## src/rtl/menu_pkg.sv

```systemverilog
// Shared types and mode-stepping helpers for the display menu controller.
// Encodings match the selects expected by the per-source and source data muxes.
package menu_pkg;

    typedef enum logic [1:0] {
        SRC_XADC = 2'b00,
        SRC_PWM  = 2'b01,
        SRC_R2R  = 2'b10
    } source_e;

    typedef enum logic [1:0] {
        DATA_RAW    = 2'b01,
        DATA_AVG    = 2'b10,
        DATA_SCALED = 2'b11
    } data_e;

    typedef enum logic {
        RUN  = 1'b0,
        HOLD = 1'b1
    } ctrl_state_e;

    function automatic source_e next_source(input source_e cur);
        case (cur)
            SRC_XADC: next_source = SRC_PWM;
            SRC_PWM:  next_source = SRC_R2R;
            SRC_R2R:  next_source = SRC_XADC;
            default:  next_source = SRC_XADC;
        endcase
    endfunction

    function automatic data_e next_data(input data_e cur);
        case (cur)
            DATA_RAW:    next_data = DATA_AVG;
            DATA_AVG:    next_data = DATA_SCALED;
            DATA_SCALED: next_data = DATA_RAW;
            default:     next_data = DATA_RAW;
        endcase
    endfunction

endpackage

```

## src/rtl/button_conditioner.sv

```systemverilog
// Raw pushbutton to single-cycle press pulse: 2-FF synchronizer, consecutive-cycle
// debounce, and rising-edge detector on the debounced level.
module button_conditioner #(
    parameter int DEBOUNCE_CYCLES = 1_000_000
) (
    input  logic clk,
    input  logic reset,
    input  logic btn,
    output logic press
);

    localparam int CNT_W = $clog2(DEBOUNCE_CYCLES);
    localparam logic [CNT_W-1:0] CNT_LAST = CNT_W'(DEBOUNCE_CYCLES - 1);

    logic             sync1_r;
    logic             sync2_r;
    logic             level_r;
    logic             level_d_r;
    logic             press_r;
    logic [CNT_W-1:0] cnt_r;

    // Synchronize, debounce and edge-detect; any agreeing cycle restarts the count.
    always_ff @(posedge clk) begin
        if (reset) begin
            sync1_r   <= 1'b0;
            sync2_r   <= 1'b0;
            level_r   <= 1'b0;
            level_d_r <= 1'b0;
            press_r   <= 1'b0;
            cnt_r     <= '0;
        end else begin
            sync1_r   <= btn;
            sync2_r   <= sync1_r;
            level_d_r <= level_r;
            press_r   <= level_r & ~level_d_r;
            if (sync2_r != level_r) begin
                if (cnt_r == CNT_LAST) begin
                    level_r <= sync2_r;
                    cnt_r   <= '0;
                end else begin
                    cnt_r <= cnt_r + 1'b1;
                end
            end else begin
                cnt_r <= '0;
            end
        end
    end

    assign press = press_r;

endmodule

```

## src/rtl/menu_controller.sv

```systemverilog
// Menu sequencing controller: turns three pushbuttons and a scan switch into
// registered source/data selects with a hold (freeze) state and timed auto-scan.
module menu_controller
    import menu_pkg::*;
#(
    parameter int DEBOUNCE_CYCLES = 1_000_000,
    parameter int SCAN_CYCLES     = 200_000_000
) (
    input  logic       clk,
    input  logic       reset,
    input  logic       btn_source,
    input  logic       btn_data,
    input  logic       btn_hold,
    input  logic       scan_en,
    output logic [1:0] display_source,
    output logic [1:0] display_data,
    output logic       hold_active,
    output logic       capture,
    output logic       mode_changed
);

    localparam int TMR_W = $clog2(SCAN_CYCLES);
    localparam logic [TMR_W-1:0] TMR_LAST = TMR_W'(SCAN_CYCLES - 1);

    logic             press_source_s;
    logic             press_data_s;
    logic             press_hold_s;
    logic             scan_sync1_r;
    logic             scan_sync2_r;

    ctrl_state_e      state_r;
    ctrl_state_e      state_s;
    source_e          source_r;
    source_e          source_s;
    data_e            data_r;
    data_e            data_s;
    logic [TMR_W-1:0] timer_r;
    logic [TMR_W-1:0] timer_s;
    logic             capture_r;
    logic             capture_s;
    logic             mode_changed_r;
    logic             mode_changed_s;

    button_conditioner #(.DEBOUNCE_CYCLES(DEBOUNCE_CYCLES)) u_btn_source (
        .clk   (clk),
        .reset (reset),
        .btn   (btn_source),
        .press (press_source_s)
    );

    button_conditioner #(.DEBOUNCE_CYCLES(DEBOUNCE_CYCLES)) u_btn_data (
        .clk   (clk),
        .reset (reset),
        .btn   (btn_data),
        .press (press_data_s)
    );

    button_conditioner #(.DEBOUNCE_CYCLES(DEBOUNCE_CYCLES)) u_btn_hold (
        .clk   (clk),
        .reset (reset),
        .btn   (btn_hold),
        .press (press_hold_s)
    );

    // scan_en is a level switch, so it only needs synchronizing.
    always_ff @(posedge clk) begin
        if (reset) begin
            scan_sync1_r <= 1'b0;
            scan_sync2_r <= 1'b0;
        end else begin
            scan_sync1_r <= scan_en;
            scan_sync2_r <= scan_sync1_r;
        end
    end

    // Next-state: hold toggles dominate, manual presses beat a coincident scan tick.
    always_comb begin
        state_s   = state_r;
        source_s  = source_r;
        data_s    = data_r;
        timer_s   = timer_r;
        capture_s = 1'b0;
        case (state_r)
            RUN: begin
                if (press_hold_s) begin
                    state_s   = HOLD;
                    capture_s = 1'b1;
                end else if (press_source_s || press_data_s) begin
                    timer_s = '0;
                    if (press_source_s) begin
                        source_s = next_source(source_r);
                    end else begin
                        source_s = source_r;
                    end
                    if (press_data_s) begin
                        data_s = next_data(data_r);
                    end else begin
                        data_s = data_r;
                    end
                end else if (scan_sync2_r) begin
                    if (timer_r == TMR_LAST) begin
                        timer_s = '0;
                        data_s  = next_data(data_r);
                        if (data_r == DATA_SCALED) begin
                            source_s = next_source(source_r);
                        end else begin
                            source_s = source_r;
                        end
                    end else begin
                        timer_s = timer_r + 1'b1;
                    end
                end else begin
                    timer_s = '0;
                end
            end
            HOLD: begin
                if (press_hold_s) begin
                    state_s = RUN;
                end else begin
                    state_s = HOLD;
                end
            end
            default: begin
                state_s = RUN;
            end
        endcase
        mode_changed_s = (source_s != source_r) || (data_s != data_r);
    end

    // Control state and registered outputs.
    always_ff @(posedge clk) begin
        if (reset) begin
            state_r        <= RUN;
            source_r       <= SRC_XADC;
            data_r         <= DATA_RAW;
            timer_r        <= '0;
            capture_r      <= 1'b0;
            mode_changed_r <= 1'b0;
        end else begin
            state_r        <= state_s;
            source_r       <= source_s;
            data_r         <= data_s;
            timer_r        <= timer_s;
            capture_r      <= capture_s;
            mode_changed_r <= mode_changed_s;
        end
    end

    assign display_source = source_r;
    assign display_data   = data_r;
    assign hold_active    = (state_r == HOLD);
    assign capture        = capture_r;
    assign mode_changed   = mode_changed_r;

endmodule

```

## config.mk

```make
export PLATFORM = sky130hd
export DESIGN_NAME = menu_controller
export DESIGN_NICKNAME = d
export VERILOG_FILES = /design/src/rtl/menu_pkg.sv /design/src/rtl/button_conditioner.sv /design/src/rtl/menu_controller.sv
export SDC_FILE = /design/constraint.sdc
export NUM_CORES = 1
export LEC_CHECK = 0
export CAP_MARGIN = 20
export CORE_MARGIN = 5
export CORE_UTILIZATION = 30
export CTS_CLUSTER_DIAMETER = 150
export DETAILED_ROUTE_END_ITERATION = 7
export GPL_TIMING_DRIVEN = 0
export PLACE_DENSITY_LB_ADDON = 0.25
export SYNTH_ARGS = -nofsm -noshare
export SYNTH_HDL_FRONTEND = slang
export SYNTH_HIERARCHICAL = 1
export SYNTH_SLANG_ARGS = --single-unit
```

## constraint.sdc

```tcl
create_clock -name clk -period 1.7 [get_ports clk]
set_input_delay 0.51 -clock clk [delete_from_list [all_inputs] [get_ports clk]]
set_output_delay 0.51 -clock clk [all_outputs]
set_load 0.05 [all_outputs]
```

Yosys cells after proc, flatten, opt, wreduce, memory -nomap -nowiden:

Index checks and enable logic that the tools add are counted.

* eq/ne operators: 13
* add/subtract/negate cells: 4
* bitwise logic cells: 11
* mux-type cells: 21
* reduce and logical (&&, ||, !) cells: 11

Operators with widths (count)
* 28-bit 2-to-1 mux: 3
* 20-bit by 1-bit adder with 20-bit output, second input constant: 3
* 20-bit == test, second input constant: 3
* 28-bit by 1-bit adder with 28-bit output, second input constant: 1
* 28-bit == test, second input constant: 1
* 2-bit 2-to-1 mux: 13
* 3-bit OR reduction: 3
* 1-bit inverter: 8
* 2-bit case mux with 2 select lines: 2
* 2-bit AND reduction: 4
* 2-bit by 1-bit == test with 1-bit output, second input constant: 2
* 2-bit == test, second input constant: 2
* 2-bit inequality test: 2
* 1-bit bitwise AND: 3
* 1-bit inequality test: 3
* 2-bit logical NOT: 1
* 1-bit logical OR: 2
* 1-bit 2-to-1 mux: 2
* 1-bit case mux with 2 select lines: 1
* 2-bit OR reduction: 1

* bits in registers: 112
* output and inout bits: 7
* word-level logic and storage cells: 86
* input bits: 6

Depth between registers and ports, before layout:

Gate-level depths: netlist (run 1).

* depth in word-level cells: 10
* gate-level depth with buffers: 8
* gate-level depth less buffers: 7

Hierarchy:

The synthesis (run 1) kept the hierarchy.

Modules (own cells, without submodules)
* button_conditioner at u_btn_data ...: cells each 119, area an instance 1074.8 µm², sequential area each 500.5 µm², times used 2
* menu_controller: cells each 209, area an instance 1795.5 µm², sequential area each 740.7 µm², times used 1
* button_conditioner at u_btn_source: cells each 121, area an instance 1124.8 µm², sequential area each 500.5 µm², times used 1

Worst setup path before layout (run 1):

Ideal clock, no wire load.

* kind: reg-to-reg
* from: register state_r (netlist: hold_active)
* to: register timer_r[27]
* path buffers: 1
* required time: 1.583 ns
* period minus slack after synthesis: 1.928 ns
* data arrival time: 1.811 ns
* setup slack: -0.228 ns
* library setup time: 0.117 ns
* stages on the path, launching flop included: 9
* path through: dfxtp_1 -> inv_1 -> ha_1 -> buf_2 -> and3_1 -> nand3_1 -> nor4_1 -> xnor2_1 -> nor2_1

* cells in the longest elaborated chain, start to end: 2

Ends and longest elaborated chain
* from (decl): RTL line menu_controller.sv:31 `ctrl_state_e state_r;`
* from (signal assigned): RTL line menu_controller.sv:140 `state_r <= state_s;`
* 1-bit inverter (no line)
* 2-bit AND reduction (no line)
* to (signal assigned): RTL line menu_controller.sv:143 `timer_r <= timer_s;`
* to (decl): RTL line menu_controller.sv:37 `logic [TMR_W-1:0] timer_r;`

No other way between the ends.
A chain may end at the register's enable or synchronous reset.

Worst setup path in the final report (run 1):

* from: register u_btn_data.cnt_r[6]
* to: register u_btn_data.cnt_r[3]

* cells in the longest elaborated chain, start to end: 2

Ends and longest elaborated chain
* from (decl): RTL line button_conditioner.sv:20 `logic [CNT_W-1:0] cnt_r;`
* from (signal assigned): RTL line button_conditioner.sv:41 `cnt_r <= cnt_r + 1'b1;`
* 20-bit == test: RTL line button_conditioner.sv:37 `if (cnt_r == CNT_LAST) begin`
* 3-bit OR reduction (no line)

No other way between the ends.

==> results of run 1 <==
[through the flow]
step,power [mW],setup WS [ns]
2_1_floorplan,2.74,-0.0525
5_1_grt,5.21,-0.191
4_1_cts,5.09,-0.129
3_5_place_dp,2.77,-0.973
6_report,5.02,-0.128
3_3_place_gp,2.77,-0.945
[worst reg2reg max path, stage by stage (launching register included)]
cell and delay, ns:
dfxtp_4 0.35, or3b_4 0.35, or4_4 0.54, o21ai_4 0.27, buf_6 0.18, nor2_1 0.04
[routing by layer]
metal	vias up	global-route usage [%]
li1	2133	-
met1	1990	14.6
met2	41	18.3
met3	10	2.22
met4	0	3.93
met5	-	0
[report_power, final]
part | internal, mW | leakage (nW) | switching [mW]
clock network | 1.31 | 0.153 | 0.990
logic | 0.0544 | 0.999 | 0.0525
registers | 2.61 | 0.928 | 0.00730
total | 3.97 | 2.08 | 1.05
[cell usage in the layout, fill, tap and decap left out, types with 4 or more instances in the layout]
cell type	netlist	routed
nand3_1	33	29
a21oi_2	0	8
clkdlybuf4s50_1	0	4
buf_6	2	21
xnor2_1	57	57
or4_4	2	8
dfxtp_4	0	17
nor4b_1	6	6
nand4_4	2	6
dfxtp_2	0	22
mux2i_1	5	5
buf_4	2	31
nor2b_1	12	12
or3_1	5	5
clkdlybuf4s15_2	0	7
nor4_4	0	5
a21oi_1	14	6
xor2_1	15	15
nor2_2	0	29
nand2b_1	6	6
ha_4	0	4
clkbuf_16	0	10
nand4_1	16	16
o21ai_0	13	11
o31ai_1	5	4
nor2_1	93	61
nor4_1	24	17
inv_1	26	25
nor3_1	23	23
dfxtp_1	112	73
nand2_1	33	32
[sequential cells by signal (all words and copies together) (netlist names), 2 cells and up]
signal and cells:
display_data 2, display_source 2, timer_r 28, u_btn_data/cnt_r 20, u_btn_hold/cnt_r 20, u_btn_source/cnt_r 20
[what timing repair did]
action / 4_1_cts / 5_1_grt
buffers inserted: 29 / 12
endpoints found under the setup margin: 101 / 93
pin swaps: 44 / 18
gates resized for setup: 107 / 72
endpoints found under the hold margin: 0 / 0
cloned: 3 / 2
[worst max-delay path by stage]
stage	to	slack, ns	cells after the start
after floorplan	u_btn_data/cnt_r[14]	-0.05	6
after CTS	display_source[0]	-0.13	6
after global routing	timer_r[26]	-0.19	9
after detailed placement	timer_r[10]	-0.97	6
after global placement	timer_r[16]	-0.95	6
final	u_btn_data/cnt_r[3]	-0.13	5
[cell type report]
class,count,share of cell area [%]
inverters,26,1.44
well taps,220,4.07
multi-input cells,419,45.4
clock inverters,7,1.50
clock buffers,9,3.33
plain buffers,11,1.78
flip-flops and latches,112,34.5
repair buffers,58,7.98
[cells by family (layout without fill, tap and decap cells)]
family / count (synthesis) / in the layout
XOR/XNOR: 72 / 72
AND/OR/NAND/NOR: 290 / 290
multiplexers: 5 / 5
flip-flops: 112 / 112
AO/OA/AOI/OAI: 45 / 45
adder cells (fa/ha/maj): 7 / 7
buffers and inverters: 37 / 111
==> reports/qor.txt, run 1 <==
routed wire length = 10,800 um
CP Capture Type = flip-flop
Post-Syn Area = 5070 um^2
vias in the first global route = 3,899
pwr dens = 742 nW/um^2
worst slew pin tran = 0.559 ns
Initial Util = 30.6%
max_cap viols = 0
multiplexer area fraction after synthesis = 0.987%
Filler cells = 1,648
Post-synth EDFFs = 0
status = finished, violations left
post-synth top area share = 44.2%
# diodes = 0
Die H = 140 um
WHS = 0.382 ns
drt pass-1 iters = 5
Clock Sinks = 112
final worst slack = -0.128 ns
maximum clock path buffer count = 2
dominant delay contributor by cell family on the critical path = simple AND/OR/NAND/NOR gates
Placed Cells = 800
compound-gate portion of the synthesized area = 6.24%
first-pass GRT wire length = 18,400 um
final setup fails = 65
Top Layer Used = met4
Met3 Wirelength = 237 um
Multi-input gate area = 3070 um^2
drt initial violations = 179
Achievable Freq = 547 MHz
Die Width = 140 um
max_slew headroom = 62.7%
synthesis-stage register bit count = 112
routed wl met2 = 5200 um
# rows = 47
initial antenna violation count = 0
final-report hold violation count = 0
hold path startpoint = u_btn_source/level_d_r
post-route minimum period = 1.83 ns
CTS Root Buffer Type = clkbuf_16
largest family of logic cells by synthesized area = simple AND/OR/NAND/NOR gates
Critical-path top delay cell = or4_4
total grt overflow = 0
GP Congestion = 0.758
Top FF cell, synth = dfxtp_1
Worst Hold Depth = 1
most frequent cell after synthesis = dfxtp_1
CTS Hold Bufs = 0
CP Class = reg2reg
share of layout cells above drive strength 1 = 32.9%
die area = 19,600 um^2
post-synthesis average cell area = 8.93 um^2
Worst EP arrival = 2.06 ns
largest net degree at the start of global routing = 20
nets@finish = 650
post-synthesis xor/xnor area fraction = 12.4%
Final ANT Viol Nets = 0
synth top area cells = dfxtp_1 44%, xnor2_1 9.8%, nor2_1 6.9%
path depth of the worst reg2reg path = 5
max incr delay on CP = 0.54 ns
r2r startpoint = u_btn_data/cnt_r[6]
I/O Pins = 13
Worst Path Buf+Inv = 1
VDD IR max = 0.000515 V
Area growth, synth to finish = 33.3%
wire length per cell = 12.5 um
CP Max Fanout = 5
FF-to-FF setup slack = -0.13 ns
Hold WC Path Type = reg2reg
hold endpoint = u_btn_source/press
Synth Instances = 568
setup TNS = -5.84 ns
adder-cell share of the synthesized area = 1.73%
RSZ-0062 raised after global routing = yes
Worst Setup SP = u_btn_data/cnt_r[6]
clock skew = 0.00741 ns
fin crit share = 108%
total track usage = 11.1%
Final Cell Area = 6760 um^2
clk_lat worst skew = 0.34 ns
synthesized net count = 581
Async SR Flop Fraction = 0%
fin cells = 862
Critical Path RT = 1.93 ns
drt drc = 0
crit path cell chain = or3b_4 > or4_4 > o21ai_4 > buf_6 > nor2_1
leakage power = 2.08 nW
final cell utilization of the core = 40.8%
startpoint types = flip-flop
Via density = 4.84
Ys Warns = 6
DP Area = 5590 um^2
failing checks = negative setup slack
M1 WL = 5220 um
CTS H-tree lvls = 3
Core Footprint = 16,600 um^2
input/output buffers = 12
CTS tree = yes
sequential fraction of the synthesis area = 44.2%
Reg-to-Reg End = u_btn_data/cnt_r[3]
top cells by count, synth = 112 x dfxtp_1, 93 x nor2_1, 57 x xnor2_1
Netlist cell types = 52
CTS Buf Count = 9
CTS clock-pin slew for the worst setup and hold paths = 0.08 ns
via count = 4,174
dpl hpwl = 7100 um
post-synth top area cell = dfxtp_1
sequential cell area = 2330 um^2
Pins Over Slew Limit = 0
post-synthesis simple-gate area fraction = 31.0%
Note: power is estimated with default switching activity, not from simulation.
==> run 2, diff against run 1 <==
--- a/config.mk
+++ b/config.mk
@@ -11,7 +11,7 @@
 export CTS_CLUSTER_DIAMETER = 150
 export DETAILED_ROUTE_END_ITERATION = 7
 export GPL_TIMING_DRIVEN = 0
-export PLACE_DENSITY_LB_ADDON = 0.25
+export PLACE_DENSITY_LB_ADDON = 0.15
 export SYNTH_ARGS = -nofsm -noshare
 export SYNTH_HDL_FRONTEND = slang
 export SYNTH_HIERARCHICAL = 1
==> constraint.sdc (replaced) <==
create_clock -name clk -period 1.7 [get_ports clk]
set_input_delay 0.51 -clock clk [delete_from_list [all_inputs] [get_ports clk]]
set_output_delay 0.51 -clock clk [all_outputs]
set_load 0.02 [all_outputs]
==> run 2 against run 1 <==
- the run still ends with negative setup slack left
- fmax fell by 0.44%
- die area did not move
- register-to-register slack about the same
- final area shrank 0.26%
- wire length up 1.4%
- final cell count up 0.46%
- highest routed layer unchanged
- largest cell class unchanged
==> reports/qor.txt, run 2 (synthesis gave the netlist of run 1 again) <==
status = finished, violations left
failing checks = negative setup slack
vias in the first global route = 3,931
Largest Register = timer_r
input/output buffers = 12
drt pass-1 iters = 4
clock skew = 0.00330 ns
Die H = 140 um
most frequent cells in the layout = 74 x dfxtp_1, 64 x nor2_1, 57 x xnor2_1
Clock Power Share = 47.2%
final cell utilization of the core = 40.7%
fin crit share = 108%
final setup fails = 56
busiest layer in global routing = met2
GP Congestion = 0.735
Critical-path top delay cell = or4_4
Final Cell Area = 6740 um^2
Via density = 4.74
pwr dens = 764 nW/um^2
Sw Pwr = 1.03 mW
leakage power = 2.10 nW
CP Class = reg2reg
worst slew pin tran = 0.578 ns
drt drc = 0
CP Capture Type = flip-flop
max_cap viols = 0
CP Max Fanout = 5
clk_lat worst skew = 0.35 ns
total grt overflow = 0
Hold WC Path Type = reg2reg
CTS clock-pin slew for the worst setup and hold paths = 0.07 ns
I/O Pins = 13
max_slew headroom = 61.4%
RSZ-0062 raised after global routing = yes
Clock Sinks = 112
Die Width = 140 um
Area growth, synth to finish = 33.0%
# diodes = 0
maximum clock path buffer count = 2
setup TNS = -4.32 ns
GR Util met3 = 3.37%
Pins Over Slew Limit = 0
commonest non-fill, non-tap cell in the layout = dfxtp_1
Critical Path RT = 1.95 ns
nets@finish = 654
share of layout cells above drive strength 1 = 31.3%
Largest register FFs = 28
drt initial violations = 157
Placed Cells = 800
total track usage = 11.3%
Final ANT Viol Nets = 0
fin cells = 866
max incr delay on CP = 0.55 ns
wire length per cell = 12.6 um
Worst EP arrival = 2.08 ns
DP Area = 5580 um^2
CTS tree = yes
via count = 4,104
VDD IR max = 0.000504 V
final worst slack = -0.136 ns
startpoint types = flip-flop
first-pass GRT wire length = 18,500 um
dpl hpwl = 6910 um
Core Footprint = 16,600 um^2
met1 usage = 14.8%
CTS H-tree lvls = 3
final-report hold violation count = 0
post-route minimum period = 1.84 ns
crit path cell chain = or3b_4 > or4_4 > o21ai_4 > buf_6 > nor2_2
largest net degree at the start of global routing = 20
switch share = 19.9%
Initial Util = 30.6%
routed wire length = 10,900 um
Achievable Freq = 545 MHz
CTS Root Buffer Type = clkbuf_16
P_int = 4.12 mW
post-route total power = 5.15 mW
# rows = 47
CTS Hold Bufs = 0
Gate power share = 1.9%
CTS Buf Count = 9
die area = 19,600 um^2
sequential share of power = 50.9%
initial antenna violation count = 0
met2 GRT Util = 18.1%
==> run 2: cell count changes in the layout (fill, tap and decap cells not counted), sizes merged, moves of 2 or more <==
cell / before / now
dlygate4sd2: 0 / 5
buf: 54 / 58
clkdlybuf4s15: 7 / 3
inv: 28 / 26
==> run 2: layout make-up <==
class                           instances  area [um^2]
Buffer                                 10          105
Inverter                               26         97.6
Clock buffer                           12          278
Timing Repair Buffer                   62          557
Tap cell                              220          275
Clock inverter                          4         72.6
Multi-Input combinational cell        420         3030
Fill cell                            1647         9840
Sequential cell                       112         2320
==> run 2: per-stage QoR <==
step / hold slack, ns / setup slack, ns
after detailed placement: 0.377 / -1.02
after floorplan: 0.367 / -0.0529
final: 0.383 / -0.136
after global routing: 0.392 / -0.180
after global placement: 0.374 / -1.00
after CTS: 0.388 / -0.115
==> run 2: per-layer routing <==
metal | wire length, um | vias up | share of wire [%]
met4 | 136 | 0 | 1.2
met3 | 364 | 12 | 3.3
met5 | 0 | - | 0
met2 | 5020 | 35 | 46
met1 | 5400 | 1933 | 49
li1 | - | 2124 | -
==> run 2: final timing paths <==
path              slack (ns)            startpoint              endpoint  cells past startpoint
setup / recovery       -0.14  u_btn_data/cnt_r[15]  u_btn_data/cnt_r[16]                      5
hold / removal          0.38  u_btn_hold/level_d_r      u_btn_hold/press                      1
setup reg to reg       -0.14  u_btn_data/cnt_r[15]  u_btn_data/cnt_r[16]                      5
hold reg to reg         0.38  u_btn_hold/level_d_r      u_btn_hold/press                      1
==> run 2: power groups by stage <==
stage	logic, mW	registers [mW]	clock network (mW)
after global placement	0.0697	2.70	0
after floorplan	0.0399	2.70	0
after global routing	0.106	2.62	2.62
after detailed placement	0.0697	2.70	0
after CTS	0.0892	2.62	2.52
final	0.0975	2.62	2.43
==> run 2: worst max-delay path: cells and delay by family, from the launching register on <==
family          cells  cell delay [ns]
compound gates      1             0.25
simple gates        3             0.97
flops               1             0.33
buf+inv             1             0.19
==> run 2: repair_timing <==
| action | in CTS | in global routing |
|---|---|---|
| pin swaps | 29 | 16 |
| endpoints found under the setup margin | 103 | 91 |
| gates resized for setup | 86 | 65 |
| cloned | 4 | 0 |
| setup buffers | 31 | 16 |
==> run 3, diff against run 2 <==
--- a/config.mk
+++ b/config.mk
@@ -6,10 +6,10 @@
 export NUM_CORES = 1
 export LEC_CHECK = 0
 export CAP_MARGIN = 20
-export CORE_MARGIN = 5
 export CORE_UTILIZATION = 30
 export CTS_CLUSTER_DIAMETER = 150
 export DETAILED_ROUTE_END_ITERATION = 7
+export DONT_BUFFER_PORTS = 1
 export GPL_TIMING_DRIVEN = 0
 export PLACE_DENSITY_LB_ADDON = 0.15
 export SYNTH_ARGS = -nofsm -noshare
==> run 3 against run 2 <==
- utilization about the same
- the flow still finishes with violations (negative setup slack)
- final area decreased by 0.39%
- sequential power hardly changed
- largest cell class unchanged
- critical path depth grew 1
- sequential cell count unchanged
- power shrank 4.5%
==> reports/qor.txt, run 3 (synthesis gave the netlist of run 1 again) <==
path depth of the worst reg2reg path = 6
final-report hold violation count = 0
clock skew = 0.0108 ns
drt pass-1 iters = 4
Via density = 4.79
DP Area = 5460 um^2
Final Cell Area = 6720 um^2
clk_lat worst skew = 0.36 ns
startpoint types = flip-flop
Die Width = 132 um
initial antenna violation count = 0
Critical Path RT = 1.98 ns
# rows = 47
Critical-path top delay cell = or4_1
nets@finish = 655
final worst slack = -0.138 ns
Pins Over Slew Limit = 0
Worst Path Buf+Inv = 0
Placed Cells = 788
fin cells = 867
input/output buffers = 0
GR Util met3 = 2.54%
via count = 4,153
CTS clock-pin slew for the worst setup and hold paths = 0.08 ns
drt initial violations = 160
drt drc = 0
setup TNS = -3.08 ns
share of layout cells above drive strength 1 = 34.0%
I/O Pins = 13
dpl hpwl = 7140 um
routed wire length = 11,400 um
Largest register FFs = 28
CTS Root Buffer Type = clkbuf_16
FF-to-FF setup slack = -0.14 ns
CTS H-tree lvls = 3
VDD IR max = 0.000473 V
vias in the first global route = 3,779
total track usage = 13.0%
WHS = 0.216 ns
Reg-to-Reg End = display_source[0]
CTS Buf Count = 9
post-route minimum period = 1.84 ns
max_slew headroom = 58.4%
largest net degree at the start of global routing = 20
die area = 17,400 um^2
GP Congestion = 0.736
commonest non-fill, non-tap cell in the layout = dfxtp_1
leakage power = 2.06 nW
Core Footprint = 16,500 um^2
max incr delay on CP = 0.43 ns
Worst EP arrival = 2.12 ns
CP Class = reg2reg
maximum clock path buffer count = 2
met2 GRT Util = 20.8%
busiest layer in global routing = met2
first-pass GRT wire length = 18,400 um
max_cap viols = 0
Worst Setup SP = timer_r[0]
CP Capture Type = flip-flop
Achievable Freq = 544 MHz
most frequent cells in the layout = 66 x dfxtp_1, 62 x nor2_1, 57 x xnor2_1
Worst path depth = 6
Initial Util = 30.7%
final setup fails = 65
total grt overflow = 0
r2r startpoint = timer_r[0]
Final ANT Viol Nets = 0
Die H = 132 um
Hold WC Path Type = in2reg
crit path cell chain = ha_4 > and4b_1 > nand4_4 > o31a_1 > or4_1 > a21oi_2
fin crit share = 108%
Area growth, synth to finish = 32.5%
Clock Sinks = 112
met1 usage = 16.9%
CTS tree = yes
failing checks = negative setup slack
CP Max Fanout = 4
wire length per cell = 13.2 um
status = finished, violations left
RSZ-0062 raised after global routing = yes
worst setup path endpoint = display_source[0]
# diodes = 0
worst slew pin tran = 0.622 ns
dominant delay contributor by cell family on the critical path = simple AND/OR/NAND/NOR gates
Largest Register = timer_r
pwr dens = 732 nW/um^2
[run 3: changes by cell type in the layout (fill, tap and decap cells not counted), sizes merged]
| cell | before | now |
|---|---|---|
| buf | 58 | 69 |
| bufinv | 2 | 1 |
| clkdlybuf4s15 | 3 | 0 |
| clkdlybuf4s50 | 4 | 0 |
| clkinv | 1 | 2 |
| dlygate4sd2 | 5 | 0 |
| inv | 26 | 28 |
[run 3: repair_timing]
item | CTS | global route
endpoints found under the setup margin | 91 | 89
endpoints found under the hold margin | 0 | 0
pin swaps | 34 | 20
resized for setup | 76 | 74
hold buffers | 0 | 0
buffers inserted | 33 | 25
cloned | 3 | 3
[run 3: worst min path at each step]
stage	start	endpoint	slack, ns	cells past startpoint
2_1_floorplan	u_btn_source/level_d_r	u_btn_source/press	0.37	1
3_3_place_gp	u_btn_hold/level_d_r	u_btn_hold/press	0.37	1
3_5_place_dp	u_btn_source/level_d_r	u_btn_source/press	0.38	1
4_1_cts	reset	u_btn_data/sync1_r	0.20	1
5_1_grt	reset	u_btn_data/sync1_r	0.19	1
6_report	reset	u_btn_data/sync1_r	0.22	1
[run 3: where the power goes]
group / switching, mW / internal, mW / leakage, nW
clock network: 1.01 / 1.19 / 0.149
logic: 0.0459 / 0.0491 / 0.985
registers: 0.00701 / 2.61 / 0.930
[run 3: stage by stage]
step                setup slack [ns]  total power [mW]  utilization, %
floorplan                    -0.0529              2.74               -
global placement              -0.298              2.75            33.1
detailed placement            -0.295              2.75            33.1
CTS                           -0.154              4.99            38.0
global route                  -0.223              5.11            40.6
finish                        -0.138              4.92            40.6
[run 3: worst reg2reg max path: cells and delay by family (launching register included)]
family | cells | cell delay, ns
simple gates | 3 | 0.80
compound gates | 2 | 0.48
flops | 1 | 0.35
fa+ha+maj | 1 | 0.14
[run 3: cell type report]
type,instances,area (um^2)
Fill cell,1597,9810
Multi-Input combinational cell,420,3030
Sequential cell,112,2330
Timing Repair Buffer,63,564
Tap cell,220,275
Clock buffer,10,239
Buffer,10,105
Inverter,26,100
Clock inverter,6,65.1
[run 3: layer usage]
| metal | vias up | routed length (um) |
|---|---|---|
| li1 | 2129 | - |
| met5 | - | 0 |
| met1 | 1978 | 5560 |
| met2 | 31 | 5420 |
| met3 | 15 | 225 |
| met4 | 0 | 210 |
